--- config.mk ---
export PLATFORM = sky130hd
export DESIGN_NAME = ps2_keyboard_matrix
export DESIGN_NICKNAME = d
export VERILOG_FILES = /design/src/rtl/c64_kbd_pkg.sv /design/src/rtl/ps2_rx.sv /design/src/rtl/ps2_keyboard_matrix.sv
export SDC_FILE = /design/constraint.sdc
export NUM_CORES = 1
export LEC_CHECK = 0
export ABC_AREA = 1
export CORE_MARGIN = 8
export CORE_UTILIZATION = 50
export CTS_BUF_LIST = sky130_fd_sc_hd__clkbuf_8
export CTS_CLUSTER_SIZE = 12
export DETAILED_ROUTE_END_ITERATION = 12
export DONT_BUFFER_PORTS = 1
export SLEW_MARGIN = 20
export SYNTH_ARGS = -nofsm -noshare
export SYNTH_HDL_FRONTEND = slang
export SYNTH_SLANG_ARGS = --single-unit
--- constraint.sdc ---
create_clock -name dot_clk -period 5.04 [get_ports dot_clk]
set_input_delay 0.252 -clock dot_clk [delete_from_list [all_inputs] [get_ports dot_clk]]
set_output_delay 0.252 -clock dot_clk [all_outputs]
set_load 0.1 [all_outputs]
--- src/rtl/c64_kbd_pkg.sv ---
// Shared types and constants for the PS/2 to C64 keyboard matrix bridge.
// Also holds the scan code set 2 to C64 matrix position lookup.
package c64_kbd_pkg;

    typedef struct packed {
        logic       valid;
        logic [2:0] row;
        logic [2:0] col;
    } key_pos_t;

    typedef enum logic [1:0] {
        StIdle,
        StData,
        StParity,
        StStop
    } rx_state_e;

    localparam logic [7:0] Ps2Ext      = 8'hE0;
    localparam logic [7:0] Ps2Break    = 8'hF0;
    localparam logic [7:0] Ps2Pause    = 8'hE1;
    localparam logic [7:0] RestoreCode = 8'h7D;

    function automatic key_pos_t kp(input logic [2:0] row, input logic [2:0] col);
        key_pos_t k;
        k.valid = 1'b1;
        k.row   = row;
        k.col   = col;
        return k;
    endfunction

    // Row is the CIA1 PA bit, col is the CIA1 PB bit of the C64 matrix.
    function automatic key_pos_t map_scancode(input logic ext, input logic [7:0] code);
        key_pos_t k;
        k = '0;
        if (ext) begin
            case (code)
                8'h72:   k = kp(3'd0, 3'd7);
                8'h74:   k = kp(3'd0, 3'd2);
                8'h6C:   k = kp(3'd6, 3'd3);
                default: k = '0;
            endcase
        end else begin
            case (code)
                8'h66:   k = kp(3'd0, 3'd0);
                8'h5A:   k = kp(3'd0, 3'd1);
                8'h83:   k = kp(3'd0, 3'd3);
                8'h05:   k = kp(3'd0, 3'd4);
                8'h04:   k = kp(3'd0, 3'd5);
                8'h03:   k = kp(3'd0, 3'd6);
                8'h26:   k = kp(3'd1, 3'd0);
                8'h1D:   k = kp(3'd1, 3'd1);
                8'h1C:   k = kp(3'd1, 3'd2);
                8'h25:   k = kp(3'd1, 3'd3);
                8'h1A:   k = kp(3'd1, 3'd4);
                8'h1B:   k = kp(3'd1, 3'd5);
                8'h24:   k = kp(3'd1, 3'd6);
                8'h12:   k = kp(3'd1, 3'd7);
                8'h2E:   k = kp(3'd2, 3'd0);
                8'h2D:   k = kp(3'd2, 3'd1);
                8'h23:   k = kp(3'd2, 3'd2);
                8'h36:   k = kp(3'd2, 3'd3);
                8'h21:   k = kp(3'd2, 3'd4);
                8'h2B:   k = kp(3'd2, 3'd5);
                8'h2C:   k = kp(3'd2, 3'd6);
                8'h22:   k = kp(3'd2, 3'd7);
                8'h3D:   k = kp(3'd3, 3'd0);
                8'h35:   k = kp(3'd3, 3'd1);
                8'h34:   k = kp(3'd3, 3'd2);
                8'h3E:   k = kp(3'd3, 3'd3);
                8'h32:   k = kp(3'd3, 3'd4);
                8'h33:   k = kp(3'd3, 3'd5);
                8'h3C:   k = kp(3'd3, 3'd6);
                8'h2A:   k = kp(3'd3, 3'd7);
                8'h46:   k = kp(3'd4, 3'd0);
                8'h43:   k = kp(3'd4, 3'd1);
                8'h3B:   k = kp(3'd4, 3'd2);
                8'h45:   k = kp(3'd4, 3'd3);
                8'h3A:   k = kp(3'd4, 3'd4);
                8'h42:   k = kp(3'd4, 3'd5);
                8'h44:   k = kp(3'd4, 3'd6);
                8'h31:   k = kp(3'd4, 3'd7);
                8'h4D:   k = kp(3'd5, 3'd1);
                8'h4B:   k = kp(3'd5, 3'd2);
                8'h4E:   k = kp(3'd5, 3'd3);
                8'h49:   k = kp(3'd5, 3'd4);
                8'h41:   k = kp(3'd5, 3'd7);
                8'h4C:   k = kp(3'd6, 3'd2);
                8'h59:   k = kp(3'd6, 3'd4);
                8'h55:   k = kp(3'd6, 3'd5);
                8'h4A:   k = kp(3'd6, 3'd7);
                8'h16:   k = kp(3'd7, 3'd0);
                8'h14:   k = kp(3'd7, 3'd2);
                8'h1E:   k = kp(3'd7, 3'd3);
                8'h29:   k = kp(3'd7, 3'd4);
                8'h11:   k = kp(3'd7, 3'd5);
                8'h15:   k = kp(3'd7, 3'd6);
                8'h76:   k = kp(3'd7, 3'd7);
                default: k = '0;
            endcase
        end
        return k;
    endfunction

endpackage

--- src/rtl/ps2_rx.sv ---
// PS/2 device-to-host receiver: synchroniser, clock glitch filter, frame FSM
// and inter-bit timeout. Emits one-cycle strobes for good bytes and errors.
module ps2_rx
    import c64_kbd_pkg::*;
#(
    parameter int unsigned FILTER_LEN = 8,
    parameter int unsigned TIMEOUT    = 16000
) (
    input  logic       clk_i,
    input  logic       rst_ni,
    input  logic       ps2_clk_i,
    input  logic       ps2_data_i,
    output logic       scan_valid_o,
    output logic [7:0] scan_code_o,
    output logic       frame_err_o
);

    localparam int unsigned FiltW = $clog2(FILTER_LEN + 1);
    localparam int unsigned ToW   = $clog2(TIMEOUT + 1);

    logic [1:0]       clk_sync_q, data_sync_q;
    logic             filt_q, filt_d;
    logic [FiltW-1:0] fcnt_q, fcnt_d;
    rx_state_e        state_q, state_d;
    logic [7:0]       shift_q, shift_d;
    logic [2:0]       bit_cnt_q, bit_cnt_d;
    logic             par_ok_q, par_ok_d;
    logic [ToW-1:0]   to_cnt_q, to_cnt_d;
    logic             valid_q, valid_d;
    logic             err_q, err_d;
    logic [7:0]       code_q, code_d;
    logic             sample, rx_bit, timeout;

    // Level only flips once the new value has been seen FILTER_LEN times in a row.
    always_comb begin
        filt_d = filt_q;
        fcnt_d = '0;
        if (clk_sync_q[1] != filt_q) begin
            if (fcnt_q == FiltW'(FILTER_LEN - 1)) begin
                filt_d = clk_sync_q[1];
            end else begin
                fcnt_d = fcnt_q + 1'b1;
            end
        end
    end

    assign sample  = filt_q & ~filt_d;
    assign rx_bit  = data_sync_q[1];
    assign timeout = (state_q != StIdle) && (to_cnt_q == ToW'(TIMEOUT));

    always_ff @(posedge clk_i or negedge rst_ni) begin
        if (!rst_ni) begin
            state_q <= StIdle;
        end else begin
            state_q <= state_d;
        end
    end

    always_comb begin
        state_d = state_q;
        if (timeout) begin
            state_d = StIdle;
        end else if (sample) begin
            case (state_q)
                StIdle:   if (!rx_bit) state_d = StData;
                StData:   if (bit_cnt_q == 3'd7) state_d = StParity;
                StParity: state_d = StStop;
                StStop:   state_d = StIdle;
                default:  state_d = StIdle;
            endcase
        end
    end

    always_comb begin
        shift_d   = shift_q;
        bit_cnt_d = bit_cnt_q;
        par_ok_d  = par_ok_q;
        code_d    = code_q;
        valid_d   = 1'b0;
        err_d     = 1'b0;
        to_cnt_d  = to_cnt_q;
        if (state_q == StIdle || sample) begin
            to_cnt_d = '0;
        end else if (to_cnt_q != ToW'(TIMEOUT)) begin
            to_cnt_d = to_cnt_q + 1'b1;
        end
        if (timeout) begin
            err_d = 1'b1;
        end else if (sample) begin
            case (state_q)
                StIdle:   bit_cnt_d = 3'd0;
                StData: begin
                    shift_d   = {rx_bit, shift_q[7:1]};
                    bit_cnt_d = bit_cnt_q + 3'd1;
                end
                StParity: par_ok_d = ^{shift_q, rx_bit};
                StStop: begin
                    if (rx_bit && par_ok_q) begin
                        valid_d = 1'b1;
                        code_d  = shift_q;
                    end else begin
                        err_d = 1'b1;
                    end
                end
                default: ;
            endcase
        end
    end

    always_ff @(posedge clk_i or negedge rst_ni) begin
        if (!rst_ni) begin
            clk_sync_q  <= 2'b11;
            data_sync_q <= 2'b11;
            filt_q      <= 1'b1;
            fcnt_q      <= '0;
            shift_q     <= '0;
            bit_cnt_q   <= '0;
            par_ok_q    <= 1'b0;
            to_cnt_q    <= '0;
            valid_q     <= 1'b0;
            err_q       <= 1'b0;
            code_q      <= '0;
        end else begin
            clk_sync_q  <= {clk_sync_q[0], ps2_clk_i};
            data_sync_q <= {data_sync_q[0], ps2_data_i};
            filt_q      <= filt_d;
            fcnt_q      <= fcnt_d;
            shift_q     <= shift_d;
            bit_cnt_q   <= bit_cnt_d;
            par_ok_q    <= par_ok_d;
            to_cnt_q    <= to_cnt_d;
            valid_q     <= valid_d;
            err_q       <= err_d;
            code_q      <= code_d;
        end
    end

    assign scan_valid_o = valid_q;
    assign scan_code_o  = code_q;
    assign frame_err_o  = err_q;

endmodule

--- src/rtl/ps2_keyboard_matrix.sv ---
// PS/2 keyboard to emulated C64 8x8 matrix: prefix decoder, key-state register
// and the combinational row-to-column sense path, plus the RESTORE line.
module ps2_keyboard_matrix
    import c64_kbd_pkg::*;
#(
    parameter int unsigned FILTER_LEN = 8,
    parameter int unsigned TIMEOUT    = 16000
) (
    input  logic       dot_clk,
    input  logic       res_n,
    input  logic       ps2_clk,
    input  logic       ps2_data,
    input  logic [7:0] keyboard_ROW,
    output logic [7:0] keyboard_COL,
    output logic       restore_n,
    output logic       scan_valid,
    output logic [7:0] scan_code,
    output logic       frame_err
);

    logic [63:0] matrix_q, matrix_d;
    logic        ext_q, ext_d;
    logic        brk_q, brk_d;
    logic        restore_q, restore_d;
    logic        ignored;
    key_pos_t    key;

    ps2_rx #(
        .FILTER_LEN(FILTER_LEN),
        .TIMEOUT   (TIMEOUT)
    ) u_ps2_rx (
        .clk_i       (dot_clk),
        .rst_ni      (res_n),
        .ps2_clk_i   (ps2_clk),
        .ps2_data_i  (ps2_data),
        .scan_valid_o(scan_valid),
        .scan_code_o (scan_code),
        .frame_err_o (frame_err)
    );

    // Keyboard housekeeping replies and the pause prefix carry no key information.
    assign ignored = (scan_code == Ps2Pause) || (scan_code == 8'hFA) || (scan_code == 8'hAA) ||
                     (scan_code == 8'hEE) || (scan_code == 8'hFE) || (scan_code == 8'hFF) ||
                     (scan_code == 8'h00);
    assign key = map_scancode(ext_q, scan_code);

    always_comb begin
        matrix_d  = matrix_q;
        ext_d     = ext_q;
        brk_d     = brk_q;
        restore_d = restore_q;
        if (scan_valid) begin
            if (scan_code == Ps2Break) begin
                brk_d = 1'b1;
            end else if (scan_code == Ps2Ext) begin
                ext_d = 1'b1;
            end else begin
                ext_d = 1'b0;
                brk_d = 1'b0;
                if (!ignored) begin
                    if (ext_q && scan_code == RestoreCode) begin
                        restore_d = brk_q;
                    end else if (key.valid) begin
                        matrix_d[{key.row, key.col}] = ~brk_q;
                    end
                end
            end
        end
    end

    always_ff @(posedge dot_clk or negedge res_n) begin
        if (!res_n) begin
            matrix_q  <= '0;
            ext_q     <= 1'b0;
            brk_q     <= 1'b0;
            restore_q <= 1'b1;
        end else begin
            matrix_q  <= matrix_d;
            ext_q     <= ext_d;
            brk_q     <= brk_d;
            restore_q <= restore_d;
        end
    end

    always_comb begin
        keyboard_COL = 8'hFF;
        for (int c = 0; c < 8; c++) begin
            for (int r = 0; r < 8; r++) begin
                if (matrix_q[r*8 + c] && !keyboard_ROW[r]) begin
                    keyboard_COL[c] = 1'b0;
                end
            end
        end
    end

    assign restore_n = restore_q;

endmodule
# After elaboration in Yosys (flattened, before gate mapping)
# Memories as Yosys holds them, arrays and structs flattened.
# Cells that the tools add are included.
# W data, S select, Z words.
[totals] word_cells=244 output_inout_bits=19 mem_count=1 register_bits=114 input_bits=12 rom_bits=1792
[classes] n_lt_le_gt_ge=2 eq_ne=23 reduce_logical=99 n_addsub=3 mux=92 bitwise_logic=8
[mem_list] name="(no name shown)" depth=256 word_bits=7 rd=1 rd_ports_with_merged_regs=0 write_ports=0 line_no="c64_kbd_pkg.sv:43" source="case (code)"
[op_table] cell="$mux W1" count=78
[op_table] cell="$logic_and A1 B1 Y1" count=68
[op_table] cell="$bwmux W64" count=1
[op_table] cell="$eq A8 B8 Y1 const B" count=8
[op_table] cell="$eq A8 B7 Y1 const B" count=4
[op_table] cell="$mux W14" count=2
[op_table] cell="$pmux W7 S3" count=1
[op_table] cell="$add A14 B1 Y14 const B" count=1
[op_table] cell="$eq A14 B14 Y1 const B" count=1
[op_table] cell="$ne A14 B14 Y1 const B" count=1
[op_table] cell="$reduce_and A3 Y1" count=4
[op_table] cell="$reduce_xor A9 Y1" count=1
[op_table] cell="$logic_not A1 Y1" count=8
[op_table] cell="$logic_not A8 Y1" count=1
[op_table] cell="$mux W2" count=4
[op_table] cell="$mux W4" count=2
[op_table] cell="$pmux W2 S4" count=1
[op_table] cell="$reduce_bool A2 Y1" count=4
[op_table] cell="$logic_or A1 B1 Y1" count=7
[op_table] cell="$lt A6 B7 Y1 const B" count=1
[op_table] cell="$mux W7" count=1
[op_table] cell="$not A1 Y1" count=7
[op_table] cell="$demux W1 S6" count=1
[op_table] cell="$ge A6 B1 Y1 const B" count=1
[op_table] cell="other kinds (17)" count=19

# Logic depth before layout (Yosys ltp)
[depth] ltp_word=10 ltp_mapped=18

# By module
# A second synthesis with hierarchy kept.
[hier_totals] cells_unflattened=1067 area_unflattened_um2=7553.5
[modules_own_cells] mod="ps2_keyboard_matrix" instances=1 cells_per_inst=795 seq_area_each_um2=1677.9 area_per_inst_um2=5162.5
[modules_own_cells] mod="ps2_rx" instances=1 cells_per_inst=272 seq_area_each_um2=1182.4 area_per_inst_um2=2391.0

# Least setup slack after synthesis
# OpenSTA, ideal clock, no wires.
[synth_timing] path_type="input port to output port" from="input keyboard_ROW[7]" to="output keyboard_COL[5]" arrival_time_ps=5276 stages=3 n_path_buf=1 required_ps=4788 slack_ps=-488 path_cell_list="clkbuf_1 -> o22ai_1 -> a2111oi_0"
[synth_via] elab_chain_cells=3
[synth_lines] item="start, declared" line_no="ps2_keyboard_matrix.sv:13" source="input logic [7:0] keyboard_ROW,"
[synth_lines] item="$logic_not A1 Y1" line_no="ps2_keyboard_matrix.sv:89" source="if (matrix_q[r*8 + c] && !keyboard_ROW[r]) begin"
[synth_lines] item="$logic_and A1 B1 Y1" line_no="ps2_keyboard_matrix.sv:89"
[synth_lines] item="$mux W1" line_no="ps2_keyboard_matrix.sv:89"
[synth_lines] item="end, declared" line_no="ps2_keyboard_matrix.sv:14" source="output logic [7:0] keyboard_COL,"
# No other way between the ends.

# Final worst setup path
[layout_timing] from="register u_ps2_rx.code_q[3], in the netlist u_ps2_rx.scan_code_o[3]" to="register matrix_q[26]"
[layout_via] elab_chain_cells=9
[layout_lines] item="start, declared" line_no="ps2_rx.sv:31" source="logic [7:0] code_q, code_d;"
[layout_lines] item="start signal, assigned" line_no="ps2_rx.sv:134" source="code_q <= code_d;"
[layout_lines] item="branches (longest 9 deep; another with $mem_v2 Z256 W7)"
[layout_lines] item="end signal, assigned" line_no="ps2_keyboard_matrix.sv:78" source="matrix_q <= matrix_d;"
[layout_lines] item="end, declared" line_no="ps2_keyboard_matrix.sv:21" source="logic [63:0] matrix_q, matrix_d;"
# Parallel ways; which one is timed is not known.
# A chain may end at the register's enable or synchronous reset.

==> reports/metrics.yaml <==
logic_synthesis:
  synth_ff_type: "dfrtp_1"
  synthCells: 1032
  seq_area_frac_synth_pct: 39.8
  ys_types: 43
  netlist_area_um2: 7180
  yosys.area.top_type: "dfrtp_1"
  netlist_top_cells_count: "nand2_1 (313), inv_1 (179), nand3_1 (145)"
  synth_top_area_share_pct: 37.6
  synth.avg_cell_area_um2: 6.96
  async_reset_ff_share_pct: 100
  ys_warn_count: 0
  ys_top_cells_by_area: "dfrtp_1 (38%), nand2_1 (16%), nand3_1 (10%)"
  ys_seq_elements: 114
  yosysMostFrequentCell: "nand2_1"
  synth_edf_count: 0
  syn_nets: 1060
place:
  dp_cells: 1186
  hpwl_mm: 12.4
  gp_congestion: 0.914
  port_buffers: 0
  dp_worst_setup_slack_ns: 1.75
power:
  clockPowerShare_pct: 45.4
  p_sw_share_pct: 25.0
  p_per_area_nw_per_um2: 234
  p_comb_share_pct: 3.4
  power.leakage_nw: 4.17
  pwr-share-seq_pct: 51.2
  power.net_switching_w: 0.000460
  p_int_w: 0.00138
  p_total_w: 0.00184
  ir_drop_mv: 0.271
job:
  drv_cap: 0
timing:
  worst_clock_skew_ns: 0.0111
  worstMarginPinSlew_ns: 1.11
  grt_setup_unrepaired: "no"
  fin_ws_ns: 1.66
  fin_crit_sh_pct: 67.0
  finalHoldViolCount: 0
  fin_tns_setup_ns: 0
  setup_viol: 0
  slew_violations: 0
  maxSlewHeadroom_pct: 26.3
  min_period_ns: 3.38
  clock.fmax_mhz: 296
grt:
  grt_overflow: 0
  antenna_found_initial: 0
  grt_first_pass_wirelength_mm: 30.0
  grt_pass1_vias: 6107
  grt_usage_pct: 20.6
  grt_max_degree: 115
setup_path:
  slowest_delay_ns: 1.01
  path_delay_family: "simple AND/OR/NAND/NOR gates"
  critPathLaunchType: "flop"
  end_kind: "flop"
  cp.arrival_ns: 3.72
  crit_buf_inv: 3
  crit_fanout: 25
  crit_path_top_delay_cell: "dfrtp_2"
  required_ns: 5.39
  cpMostUsedCell: "nand3_1"
  setup.worst_path.class: "flop to flop"
  path_cells: "inv_4 > nand2_2 > inv_2 > nand3_1 > nand2_1 > nor2_2 > nand3_1 > nor2_4 > nand2_2 > nor2_1 > nand3_1 > nand2_1 > inv_1"
finish:
  fill_cells: 1355
  final_cells: 1222
  diodes: 0
  seq_area_um2: 2870
  multiInputGateArea_um2: 3440
  fin_nets: 1057
  utilization_pct: 56.5
  drive_above_1_share_pct: 9.69
  syn_to_final_growth_pct: 9.65
routing:
  drc: 0
  wl_mm: 18.3
  drt-initial-drc-count: 610
  wl_per_cell_um: 15.0
  via_count: 6409
  firstDrtPassIters: 5
  avgViaCountPerCell: 5.24
  antenna_left: 0
floorplan:
  start_util_pct: 51.5
  fp.dieW_um: 136
  coreArea_um2: 13900
  fp-row-count: 43
  die_y_um: 136
  io-pin-count: 31
  dieArea_um2: 18400
worst_hold_path:
  worst_hold_path_type: "primary input to flop"
cts:
  cts_buffer_depth: 2
  clock_latency_ns: 0.46
  clock-root-buffer: "clkbuf_8"
  cts_buffers: 17
  clk_pin_slew_worst_paths_ns: 0.07
  tritoncts: "built"
  cts_resized: 0
  cts_sinks: 114
  htree_levels: 4
run_status:
  status: "finished clean"
cell type report:
cell class	count	area share, %
well taps	180	2.86
flip-flops and latches	114	36.4
multi-input cells	695	43.6
clock buffers	20	3.50
repair buffers	15	3.31
clock inverters	12	1.37
inverters	186	8.93
metal layers:
layer	up-vias	GRT usage (%)	part of all wire, %
met5	-	0	0
met4	0	7.09	1.6
met3	28	4.65	6.2
met2	190	33.2	46
met1	2950	26.8	46
li1	3241	-	-
power by group through the flow:
stage,sequential [W],clock [W],combinational [W]
after floorplan,0.000958,0,0.0000345
after global placement,0.000960,0,0.0000402
after detailed placement,0.000960,0,0.0000413
after CTS,0.000943,0.000850,0.0000639
after global routing,0.000944,0.000890,0.0000742
final,0.000943,0.000837,0.0000620
registers in the layout, indices dropped and copies added (netlist names):
name / count
matrix_q: 64
u_ps2_rx.to_cnt_q: 14
u_ps2_rx.scan_code_o: 8
u_ps2_rx.shift_q: 8
u_ps2_rx.fcnt_q: 4
u_ps2_rx.bit_cnt_q: 3
u_ps2_rx.clk_sync_q: 2
u_ps2_rx.data_sync_q: 2
u_ps2_rx.state_q: 2
brk_q: 1
ext_q: 1
restore_n: 1
u_ps2_rx.filt_q: 1
u_ps2_rx.frame_err_o: 1
u_ps2_rx.par_ok_q: 1
u_ps2_rx.scan_valid_o: 1
logic make-up after synthesis:
kind of cell               share of synthesized area, %
adders and majority gates                          2.79
muxes                                             0.139
xor gates and xnor gates                           1.22
and+or+nand+nor                                    34.5
AOI/OAI and AO/OA                                  8.57
DFF                                                39.8
buffers and inverters                              13.0
layout by cell type, fill, tap and decap left out, drive strengths merged:
| master | count |
|---|---|
| or2 | 2 |
| o211a | 1 |
| nor3 | 6 |
| nand3 | 146 |
| ha | 16 |
| and2 | 2 |
| a21boi | 1 |
| nor3b | 1 |
| dfstp | 6 |
| clkinvlp | 4 |
| mux2i | 1 |
| a31oi | 1 |
| a2111oi | 3 |
| xnor2 | 6 |
| dfrtp | 108 |
| a21oi | 28 |
| bufinv | 1 |
| nor2 | 65 |
| buf | 12 |
| nand4 | 7 |
| dlygate4sd3 | 3 |
| o22ai | 14 |
| o21a | 1 |
| o221ai | 2 |
| nand2 | 326 |
| clkbuf | 20 |
| o2111ai | 2 |
| a22o | 1 |
| clkinv | 3 |
| xor2 | 4 |
| inv | 190 |
| a221oi | 2 |
| nor4 | 7 |
| o21ai | 50 |
through the flow:
stage	instance area [um^2]	hold slack, ns
after floorplan	7180	-0.0436
after global placement	7420	-0.0408
after detailed placement	7430	-0.0405
after CTS	7870	0.314
after global routing	7870	0.314
final	7870	0.342
what timing repair did:
| action | CTS | global route |
|---|---|---|
| setup buffers | 0 | 0 |
| endpoints found under the hold margin | 116 | 0 |
| hold buffers | 4 | 0 |
| endpoints found under the setup margin | 0 | 0 |
path summary, 6_finish.rpt:
| path | cells past startpoint | startpoint | slack (ns) | end |
|---|---|---|---|---|
| min in group asynchronous | 2 | res_n | 0.39 | u_ps2_rx.fcnt_q[0]$_DFF_PN0_ |
| hold reg to reg | 0 | u_ps2_rx.data_sync_q[0]$_DFF_PN1_ | 0.36 | u_ps2_rx.data_sync_q[1]$_DFF_PN1_ |
| setup reg to reg | 13 | u_ps2_rx.scan_code_o[3]$_DFFE_PN0P_ | 1.66 | matrix_q[26]$_DFFE_PN0P_ |
| max in group asynchronous | 2 | res_n | 4.17 | matrix_q[31]$_DFFE_PN0P_ |
| setup / recovery | 13 | u_ps2_rx.scan_code_o[3]$_DFFE_PN0P_ | 1.66 | matrix_q[26]$_DFFE_PN0P_ |
| hold / removal | 1 | ps2_data | 0.34 | u_ps2_rx.data_sync_q[0]$_DFF_PN1_ |
No activity file was read; power rests on OpenSTA's default activity.
